==> src/rtl/shared_reg_pkg.sv <==
// shared_reg_pkg
// Shared definitions for the two-writer shared register arbiter.
//   W      : default width of the shared register (bit index ascending [0:W-1])
//   CNT_W  : default width of the saturating conflict counter
//   prio_e : round-robin priority holder (writer A or writer B)
//   merge  : applies one bit-masked write to a register value
package shared_reg_pkg;

  localparam int W     = 8;
  localparam int CNT_W = 8;

  typedef enum logic {
    PRIO_A = 1'b0,
    PRIO_B = 1'b1
  } prio_e;

  // Bits with a set mask bit take the write data; all other bits keep cur.
  function automatic logic [0:W-1] merge(
    input logic [0:W-1] cur,
    input logic [0:W-1] mask,
    input logic [0:W-1] data
  );
    merge = (cur & ~mask) | (data & mask);
  endfunction

endpackage

==> src/rtl/shared_reg_write_arbiter_if.sv <==
// shared_reg_write_arbiter_if
// One masked-write request channel into the shared register arbiter.
// Instantiated once per writer.
//   valid : writer requests a write this cycle
//   mask  : bits the writer wants to write, [0:W-1]
//   data  : write data, [0:W-1]
//   gnt   : the write commits on the next rising edge (combinational)
// Modports: master = the writer, slave = the arbiter.
interface shared_reg_write_arbiter_if #(
  parameter int W = shared_reg_pkg::W
);

  logic         valid;
  logic [0:W-1] mask;
  logic [0:W-1] data;
  logic         gnt;

  modport master (
    output valid,
    output mask,
    output data,
    input  gnt
  );

  modport slave (
    input  valid,
    input  mask,
    input  data,
    output gnt
  );

endinterface

==> src/rtl/rr_prio2.sv <==
// rr_prio2
// One-bit round-robin priority pointer for two requesters. The holder
// flips to the other requester on every conflict cycle, so whoever lost a
// conflict is guaranteed to win the next one.
//   clk      : rising-edge clock
//   rst_n    : synchronous active-low reset, returns priority to A
//   conflict : both writers requested overlapping bits this cycle
//   prio_b   : current priority holder (0 = A, 1 = B)
module rr_prio2
  import shared_reg_pkg::*;
(
  input  logic clk,
  input  logic rst_n,
  input  logic conflict,
  output logic prio_b
);

  prio_e state;
  prio_e state_next;

  always_ff @(posedge clk) begin
    if (!rst_n) begin
      state <= PRIO_A;
    end else begin
      state <= state_next;
    end
  end

  // The winner of a conflict is always the current holder, so flipping
  // hands priority to the loser.
  always_comb begin
    state_next = state;
    if (conflict) begin
      state_next = (state == PRIO_A) ? PRIO_B : PRIO_A;
    end
  end

  assign prio_b = (state == PRIO_B);

endmodule

==> src/rtl/shared_reg_write_arbiter.sv <==
// shared_reg_write_arbiter
// Single owner of a W-bit register that two writers update with bit-masked
// writes. Non-overlapping writes merge in the same cycle; overlapping
// writes are resolved by a round-robin priority and the loser waits.
//   clk          : rising-edge clock
//   rst_n        : synchronous active-low reset
//   a, b         : writer request channels (valid/mask/data in, gnt out)
//   q            : shared register, [0:W-1]
//   upd          : one-cycle pulse, high after a commit that changed q
//   conflict     : both valid with overlapping masks (combinational)
//   prio_b       : current priority holder (0 = A, 1 = B)
//   conflict_cnt : saturating count of conflict cycles
module shared_reg_write_arbiter
  import shared_reg_pkg::*;
#(
  parameter int W_P     = shared_reg_pkg::W,
  parameter int CNT_W_P = shared_reg_pkg::CNT_W
) (
  input  logic                          clk,
  input  logic                          rst_n,
  shared_reg_write_arbiter_if.slave     a,
  shared_reg_write_arbiter_if.slave     b,
  output logic [0:W_P-1]                q,
  output logic                          upd,
  output logic                          conflict,
  output logic                          prio_b,
  output logic [CNT_W_P-1:0]            conflict_cnt
);

  logic [0:W_P-1] q_next;
  logic           a_gnt;
  logic           b_gnt;

  assign conflict = a.valid && b.valid && ((a.mask & b.mask) != '0);

  rr_prio2 u_prio (
    .clk      (clk),
    .rst_n    (rst_n),
    .conflict (conflict),
    .prio_b   (prio_b)
  );

  // Without overlap every valid writer is granted; with overlap only the
  // priority holder is. Grants are suppressed while reset is asserted so no
  // writer believes its request was taken by a register being cleared.
  always_comb begin
    a_gnt = 1'b0;
    b_gnt = 1'b0;
    if (rst_n) begin
      a_gnt = a.valid && (!conflict || !prio_b);
      b_gnt = b.valid && (!conflict ||  prio_b);
    end
  end

  assign a.gnt = a_gnt;
  assign b.gnt = b_gnt;

  // Granted writers never share a bit, so applying them in sequence is
  // equivalent to a per-bit select.
  always_comb begin
    q_next = q;
    if (a_gnt) begin
      q_next = merge(q_next, a.mask, a.data);
    end
    if (b_gnt) begin
      q_next = merge(q_next, b.mask, b.data);
    end
  end

  always_ff @(posedge clk) begin
    if (!rst_n) begin
      q            <= '0;
      upd          <= 1'b0;
      conflict_cnt <= '0;
    end else begin
      q   <= q_next;
      upd <= (q_next != q);
      if (conflict && (conflict_cnt != {CNT_W_P{1'b1}})) begin
        conflict_cnt <= conflict_cnt + 1'b1;
      end
    end
  end

endmodule

==> src/flat_wrapper.sv <==
// flat-port wrapper written by rule: the top's interface ports become plain ports
module shared_reg_write_arbiter_flat import shared_reg_pkg::*;
#(
  parameter int W_P     = shared_reg_pkg::W,
  parameter int CNT_W_P = shared_reg_pkg::CNT_W
)
  (clk, rst_n, q, upd, conflict, prio_b, conflict_cnt, a_valid, a_mask, a_data, a_gnt, b_valid, b_mask, b_data, b_gnt);
  shared_reg_write_arbiter_if #(.W(8)) a_i ();
  shared_reg_write_arbiter_if #(.W(8)) b_i ();
  input  logic clk;
  input  logic rst_n;
  output logic [0:W_P-1] q;
  output logic upd;
  output logic conflict;
  output logic prio_b;
  output logic [CNT_W_P-1:0] conflict_cnt;
  input wire logic [$bits(a_i.valid)-1:0] a_valid;
  input wire logic [$bits(a_i.mask)-1:0] a_mask;
  input wire logic [$bits(a_i.data)-1:0] a_data;
  output wire logic [$bits(a_i.gnt)-1:0] a_gnt;
  input wire logic [$bits(b_i.valid)-1:0] b_valid;
  input wire logic [$bits(b_i.mask)-1:0] b_mask;
  input wire logic [$bits(b_i.data)-1:0] b_data;
  output wire logic [$bits(b_i.gnt)-1:0] b_gnt;
  assign a_i.valid = a_valid;
  assign a_i.mask = a_mask;
  assign a_i.data = a_data;
  assign a_gnt = a_i.gnt;
  assign b_i.valid = b_valid;
  assign b_i.mask = b_mask;
  assign b_i.data = b_data;
  assign b_gnt = b_i.gnt;
  shared_reg_write_arbiter #(.W_P(W_P), .CNT_W_P(CNT_W_P)) u_core (.clk(clk), .rst_n(rst_n), .a(a_i), .b(b_i), .q(q), .upd(upd), .conflict(conflict), .prio_b(prio_b), .conflict_cnt(conflict_cnt));
endmodule
==> config.mk <==
export PLATFORM = sky130hd
export DESIGN_NAME = shared_reg_write_arbiter_flat
export DESIGN_NICKNAME = d
export VERILOG_FILES = /design/src/rtl/shared_reg_pkg.sv /design/src/rtl/shared_reg_write_arbiter_if.sv /design/src/rtl/rr_prio2.sv /design/src/rtl/shared_reg_write_arbiter.sv /design/src/flat_wrapper.sv
export SDC_FILE = /design/constraint.sdc
export NUM_CORES = 1
export LEC_CHECK = 0
export BUFFER_PORTS_ARGS = -buffer_cell sky130_fd_sc_hd__buf_2
export CELL_PAD_IN_SITES_DETAIL_PLACEMENT = 1
export CELL_PAD_IN_SITES_GLOBAL_PLACEMENT = 1
export CORE_AREA = 2 2 65 67
export DETAILED_ROUTE_END_ITERATION = 10
export DIE_AREA = 0 0 67 69
export HOLD_SLACK_MARGIN = 0.06
export PLACE_DENSITY = 0.82
export RECOVER_POWER = 50
export SETUP_SLACK_MARGIN = 0.3
export SLEW_MARGIN = 20
export SYNTH_ARGS = -nofsm -noshare
export SYNTH_HDL_FRONTEND = slang
export SYNTH_SLANG_ARGS = --single-unit
==> constraint.sdc <==
create_clock -name clk -period 2.48 [get_ports clk]
set_input_delay 0.124 -clock clk [delete_from_list [all_inputs] [get_ports clk]]
set_output_delay 0.124 -clock clk [all_outputs]
set_load 0.005 [all_outputs]
# Yosys cells after proc, flatten, opt, wreduce, memory -nomap -nowiden
# Index checks and enable logic that the tools add are counted.
word_totals:
  word_cells: 31
  romBits: 0
  ff_bits: 18
  mem_count: 0
  ramBits: 0
  output_inout_bits: 21
  latchBits: 0
classes:
  shifts: 0
  mux: 5
  n_eq_ne: 2
  n_reduce_logical: 10
  multipliers: 0
  n_bitwise: 9
  order_cmp: 0
  n_div: 0
  n_addsub: 1
op_table:
  columns: ["operator", "count"]
  rows:
  - ["8-bit bitwise AND", 5]
  - ["8-bit 2-to-1 mux", 2]
  - ["8-bit NOT", 2]
  - ["8-bit OR", 2]
  - ["8-bit by 1-bit adder with 8-bit output, second input constant", 1]
  - ["8-bit != test", 1]
  - ["8-bit != test, second input constant", 1]
  - ["8-bit nonzero test", 1]
  - ["1-bit logical AND", 5]
  - ["1-bit 2-to-1 mux", 3]
  - ["1-bit zero test", 2]
  - ["1-bit logical OR", 2]

# Logic depth before layout (Yosys ltp)
logic_depth:
  ltp_word: 12
  ltp_mapped: 10
  mapped_depth_nobuf: 8

# Cells and area by module
# From an unflattened synthesis, not the netlist that was laid out.
unflattened:
  hier_cells: 145
  hier_area_um2: 1307.5
by_module_without_submodules:
  columns: ["module", "area_per_inst_um2", "cells_per_inst", "n_inst"]
  rows:
  - ["shared_reg_write_arbiter", 1272.5, 142, 1]
  - ["rr_prio2", 35.0, 3, 1]

# Worst setup path before layout
# OpenSTA, ideal clock, no wires.
synth_timing:
  kind: "input to register"
  startpoint: "in a_mask[6]"
  endpoint: "reg u_core.upd"
  t_required_ps: 2342
  arrival_time_ps: 1864
  cell_stages: 9
  setup_time_ps: 138
  setup_slack_ps: 478
  path_cell_list: "a22o_1 o41ai_2 inv_2 buf_6 a21o_2 a31oi_1 xor2_1 nor4_2 o2111ai_1"
synth_via:
  elab_chain_cells: 12
  word_cells_on_any_way: 19
synth_rtl:
  columns: ["element", "line_no", "text"]
  rows:
  - ["start: declaration", "flat_wrapper.sv:18", "input wire logic [$bits(a_i.mask)-1:0] a_mask;"]
  - ["8-bit bitwise AND *", "shared_reg_write_arbiter.sv:34", "assign conflict = a.valid && b.valid && ((a.mask & b.mask) != '0);"]
  - ["8-bit nonzero test *", "shared_reg_write_arbiter.sv:34", null]
  - ["1-bit logical AND *", "shared_reg_write_arbiter.sv:34", null]
  - ["net conflict", "flat_wrapper.sv:14", "output logic conflict;"]
  - ["1-bit zero test *", "shared_reg_write_arbiter.sv:50, shared_reg_write_arbiter.sv:51", null]
  - ["1-bit logical OR", "shared_reg_write_arbiter.sv:50", "a_gnt = a.valid && (!conflict || !prio_b);"]
  - ["1-bit logical AND", "shared_reg_write_arbiter.sv:50", null]
  - ["1-bit 2-to-1 mux", "shared_reg_write_arbiter.sv:49", "if (rst_n) begin"]
  - ["8-bit 2-to-1 mux", "shared_reg_write_arbiter.sv:62", "if (a_gnt) begin"]
  - ["8-bit bitwise AND", "shared_reg_pkg.sv:23", "merge = (cur & ~mask) | (data & mask);"]
  - ["8-bit OR", "shared_reg_pkg.sv:23", null]
  - ["8-bit 2-to-1 mux *", "shared_reg_write_arbiter.sv:65", "if (b_gnt) begin"]
  - ["8-bit != test *", "shared_reg_write_arbiter.sv:77", "upd <= (q_next != q);"]
  - ["end signal: assignment", "shared_reg_write_arbiter.sv:77", null]
  - ["end: declaration", "shared_reg_write_arbiter.sv:24", "output logic upd,"]
# Mark *: on every way through the listed nets, which the timed path passes. The rest lies on a longest branch.
# A chain may end at the register's enable or synchronous reset.

# Worst setup path after layout
layout_timing:
  startpoint: "reg u_core.u_prio.state, in the netlist u_core.u_prio.prio_b"
  endpoint: "reg u_core.upd"
layout_via:
  elab_chain_cells: 9
  word_cells_on_any_way: 12
layout_rtl:
  columns: ["element", "line_no", "text"]
  rows:
  - ["start: declaration", "rr_prio2.sv:18", "prio_e state;"]
  - ["start signal: assignment", "rr_prio2.sv:25", "state <= state_next;"]
  - ["1-bit zero test", "shared_reg_write_arbiter.sv:50", null]
  - ["1-bit logical OR", "shared_reg_write_arbiter.sv:50", null]
  - ["1-bit logical AND", "shared_reg_write_arbiter.sv:50", null]
  - ["1-bit 2-to-1 mux", "shared_reg_write_arbiter.sv:49", null]
  - ["8-bit 2-to-1 mux", "shared_reg_write_arbiter.sv:62", null]
  - ["8-bit bitwise AND", "shared_reg_pkg.sv:23", null]
  - ["8-bit OR", "shared_reg_pkg.sv:23", null]
  - ["8-bit 2-to-1 mux *", "shared_reg_write_arbiter.sv:65", null]
  - ["8-bit != test *", "shared_reg_write_arbiter.sv:77", null]
# Mark *: on every way between the ends. The rest lies on a longest branch, timed or not.

==> metrics.txt <==
fraction of final layout cells sized beyond drive strength 1 0.3645; biggest area consumer among synthesized cells dfxtp_1; Clock Pin Slew Worst Setup and Hold Paths 0.07 ns; via count of the first global-routing pass 1,406; DRT antenna net count 0; most common cell after layout, fill and taps aside buf_2; TritonCTS clock tree done; Final Setup Violations 0; Power Dens Cells 455.3 nW/µm²; hold path start b_data[3]; normalized max-slew margin 0.7201; leak pwr 0.7541 nW; via count 1,375; Slew @ Worst Pin 0.4183 ns; Crit Path Category reg2reg; largest net degree at the start of global routing 23; detailed-router iteration count before antenna repair 4; outcome completed; fillcell total 510; RR Endpoint u_core.upd; Congestion Overflow GR 0; drt wl/cell 14.77 µm; post-layout net count 241; die extent in x 67 µm; Fin. Hold Viols 0; Placer Congestion 0.8167; part of the cycle the worst path needs 0.8041; PortBufs 56; clk sinks 18; peak supply drop 134.2 µV; Setup crit start kind flop; clk_lat worst skew 0.25 ns; DRT Wirelength 3737 µm; Mean Syn Cell Area 8.541 µm²; clock buffer depth 2; Final min period 1.994 ns; RSZ-0062 raised after global routing no; CTS hold repair buffers 0; Netlist cell types 41; Post-DP HPWL 2992 µm; Min-Delay Endpoint u_core.q[4]; worst path arrival time 2.11 ns; htree depth 1; Final Max Tran Viols 0; Area Overhead vs Synth 34.08%; R2R cell count 6; cts bufs inserted 3; core box area 3914 µm²; fin cells 253; share of the synthesized area in the top cell type 0.2930; initial antenna violation count 0; Core Util, Final 0.4214; Setup Skew 0.008355 ns; placed cell areas 1575 µm²; Post-Syn Area 1230 µm²; global-route wire length before repair 6341 µm; final non-filler cell area 1649 µm²; hold path cells 2; Flop pwr share 0.430; Cells after Synth 144; most frequent cells in the layout buf_2, dfxtp_1, nand2_1, nand3_1, xor2_1; Sw Pwr 0.2137 mW; Yosys reg bits 18; I/O pin count 57; overall power 0.7507 mW; row count 23; Fin Setup TNS 0 ns; fraction of power consumed by combinational cells 0.253; Synth area leaders dfxtp_1, xor2_1, and2_1; DR vias/cell 5.435; switch share 0.2847; Clock Power Share 0.317; die area 4623 µm²; # DRC 0; Max Cap Viol 0; post-synthesis sequential area ratio 0.2930; fmax 501.5 MHz; Reg2Reg Setup Slack 0.49 ns; n_diodes 0; kind of end point of the critical path flop; Die H 69 µm; internal power 0.5370 mW; critical path fanouts, max 10; reg2reg start u_core.u_prio.prio_b; Ys Warns 0; WP data required 2.60 ns; Hold Path Class in2reg; syn nets 181; clk root buf clkbuf_8; 1st-iter DRT viols 78; GRT Overall Usage 0.1721; dpl cells 249; Initial Util 0.3143
## Yosys cell counts
cell        n
dfxtp_1    18
nand2_1    14
nand3_1    13
xor2_1     12
and2_1     11
a21boi_0    7
nor2_1      5
o2111ai_1   5
a21o_2      4
a22o_1      4
a31oi_1     4
a41oi_1     4
xnor2_1     4
a211oi_1    3
nand4_1     3
o211a_1     3
a222oi_1    2
clkbuf_1    2
o21a_1      2
o21ai_0     2
or3_1       2
a211oi_2    1
a21oi_1     1
a32o_1      1
and2_2      1
buf_1       1
buf_2       1
buf_4       1
buf_6       1
clkinv_1    1
ha_1        1
inv_1       1
inv_2       1
mux2i_1     1
nor2b_1     1
nor4_1      1
nor4_2      1
o22a_1      1
o41ai_2     1
or2b_1      1
or4_1       1
## final cells by class
type,instances,area [µm²],area share
multi-input combinational,117,840.8,0.5099
sequential,18,360.3,0.2185
timing repair buffer,61,315.3,0.1912
tap,50,62.56,0.03794
clock buffer,4,55.05,0.03338
inverter,3,15.01,0.009105
## metal layers
metal  global-route usage  up-vias  routed length, µm
li1                     -      660                  -
met1               0.2270      657               1690
met2               0.2926       54               1818
met3              0.01631        4                204
met4              0.04762        0                 23
met5                    0        -                  0
## worst max-delay path by stage
stage / startpoint / end / slack [ns] / cells past startpoint
6_report: u_core.u_prio.prio_b / u_core.upd / 0.49 / 6
5_1_grt: u_core.u_prio.prio_b / u_core.upd / 0.29 / 6
4_1_cts: u_core.u_prio.prio_b / u_core.upd / 0.45 / 6
3_5_place_dp: a_mask[6] / u_core.upd / 0.21 / 9
3_3_place_gp: a_mask[6] / u_core.upd / 0.28 / 9
2_1_floorplan: a_mask[6] / u_core.upd / 0.48 / 9
## sequential cells by signal, summed over array words and instances, names as in the netlist
| register | count |
|---|---|
| u_core.conflict_cnt | 8 |
| u_core.q | 8 |
| u_core.u_prio.prio_b | 1 |
| u_core.upd | 1 |
## worst max-delay path, cell delays in order, from the launching register on
cell	delay, ns
dfxtp_1	0.52
clkinvlp_4	0.31
a21o_2	0.25
a31oi_1	0.26
xor2_1	0.13
nor4_2	0.27
o2111ai_1	0.13
## power by group through the flow
| stage | Combinational (mW) | Clock, mW | Sequential [mW] |
|---|---|---|---|
| global route | 0.213 | 0.263 | 0.325 |
| CTS | 0.188 | 0.248 | 0.322 |
| finish | 0.190 | 0.238 | 0.323 |
| global placement | 0.182 | 0 | 0.329 |
| detailed placement | 0.187 | 0 | 0.329 |
| floorplan | 0.103 | 0 | 0.327 |
## cells by family (layout without fill, tap and decap cells)
group           Yosys count  count (layout)  share of synthesized area
buf+inv                   9              68                    0.03763
compound gates           45              45                     0.3062
xor+xnor                 16              16                     0.1139
simple gates             54              54                     0.2309
mux                       1               1                   0.008139
fa+ha+maj                 1               1                    0.01017
flops                    18              18                     0.2930
## metrics by stage
stage               hold WS [ns]  setup slack [ns]
global route              0.1513            0.2859
CTS                       0.1342            0.4507
finish                    0.1372            0.4858
floorplan                 0.2800            0.4783
detailed placement        0.4032            0.2108
global placement          0.3986            0.2777
## what timing repair did
action / in CTS / in global routing
setup endpoints to repair: 0 / 1
buffers inserted: 0 / 0
gates resized for setup: 0 / 3
Power figures use the tool's default switching activity.
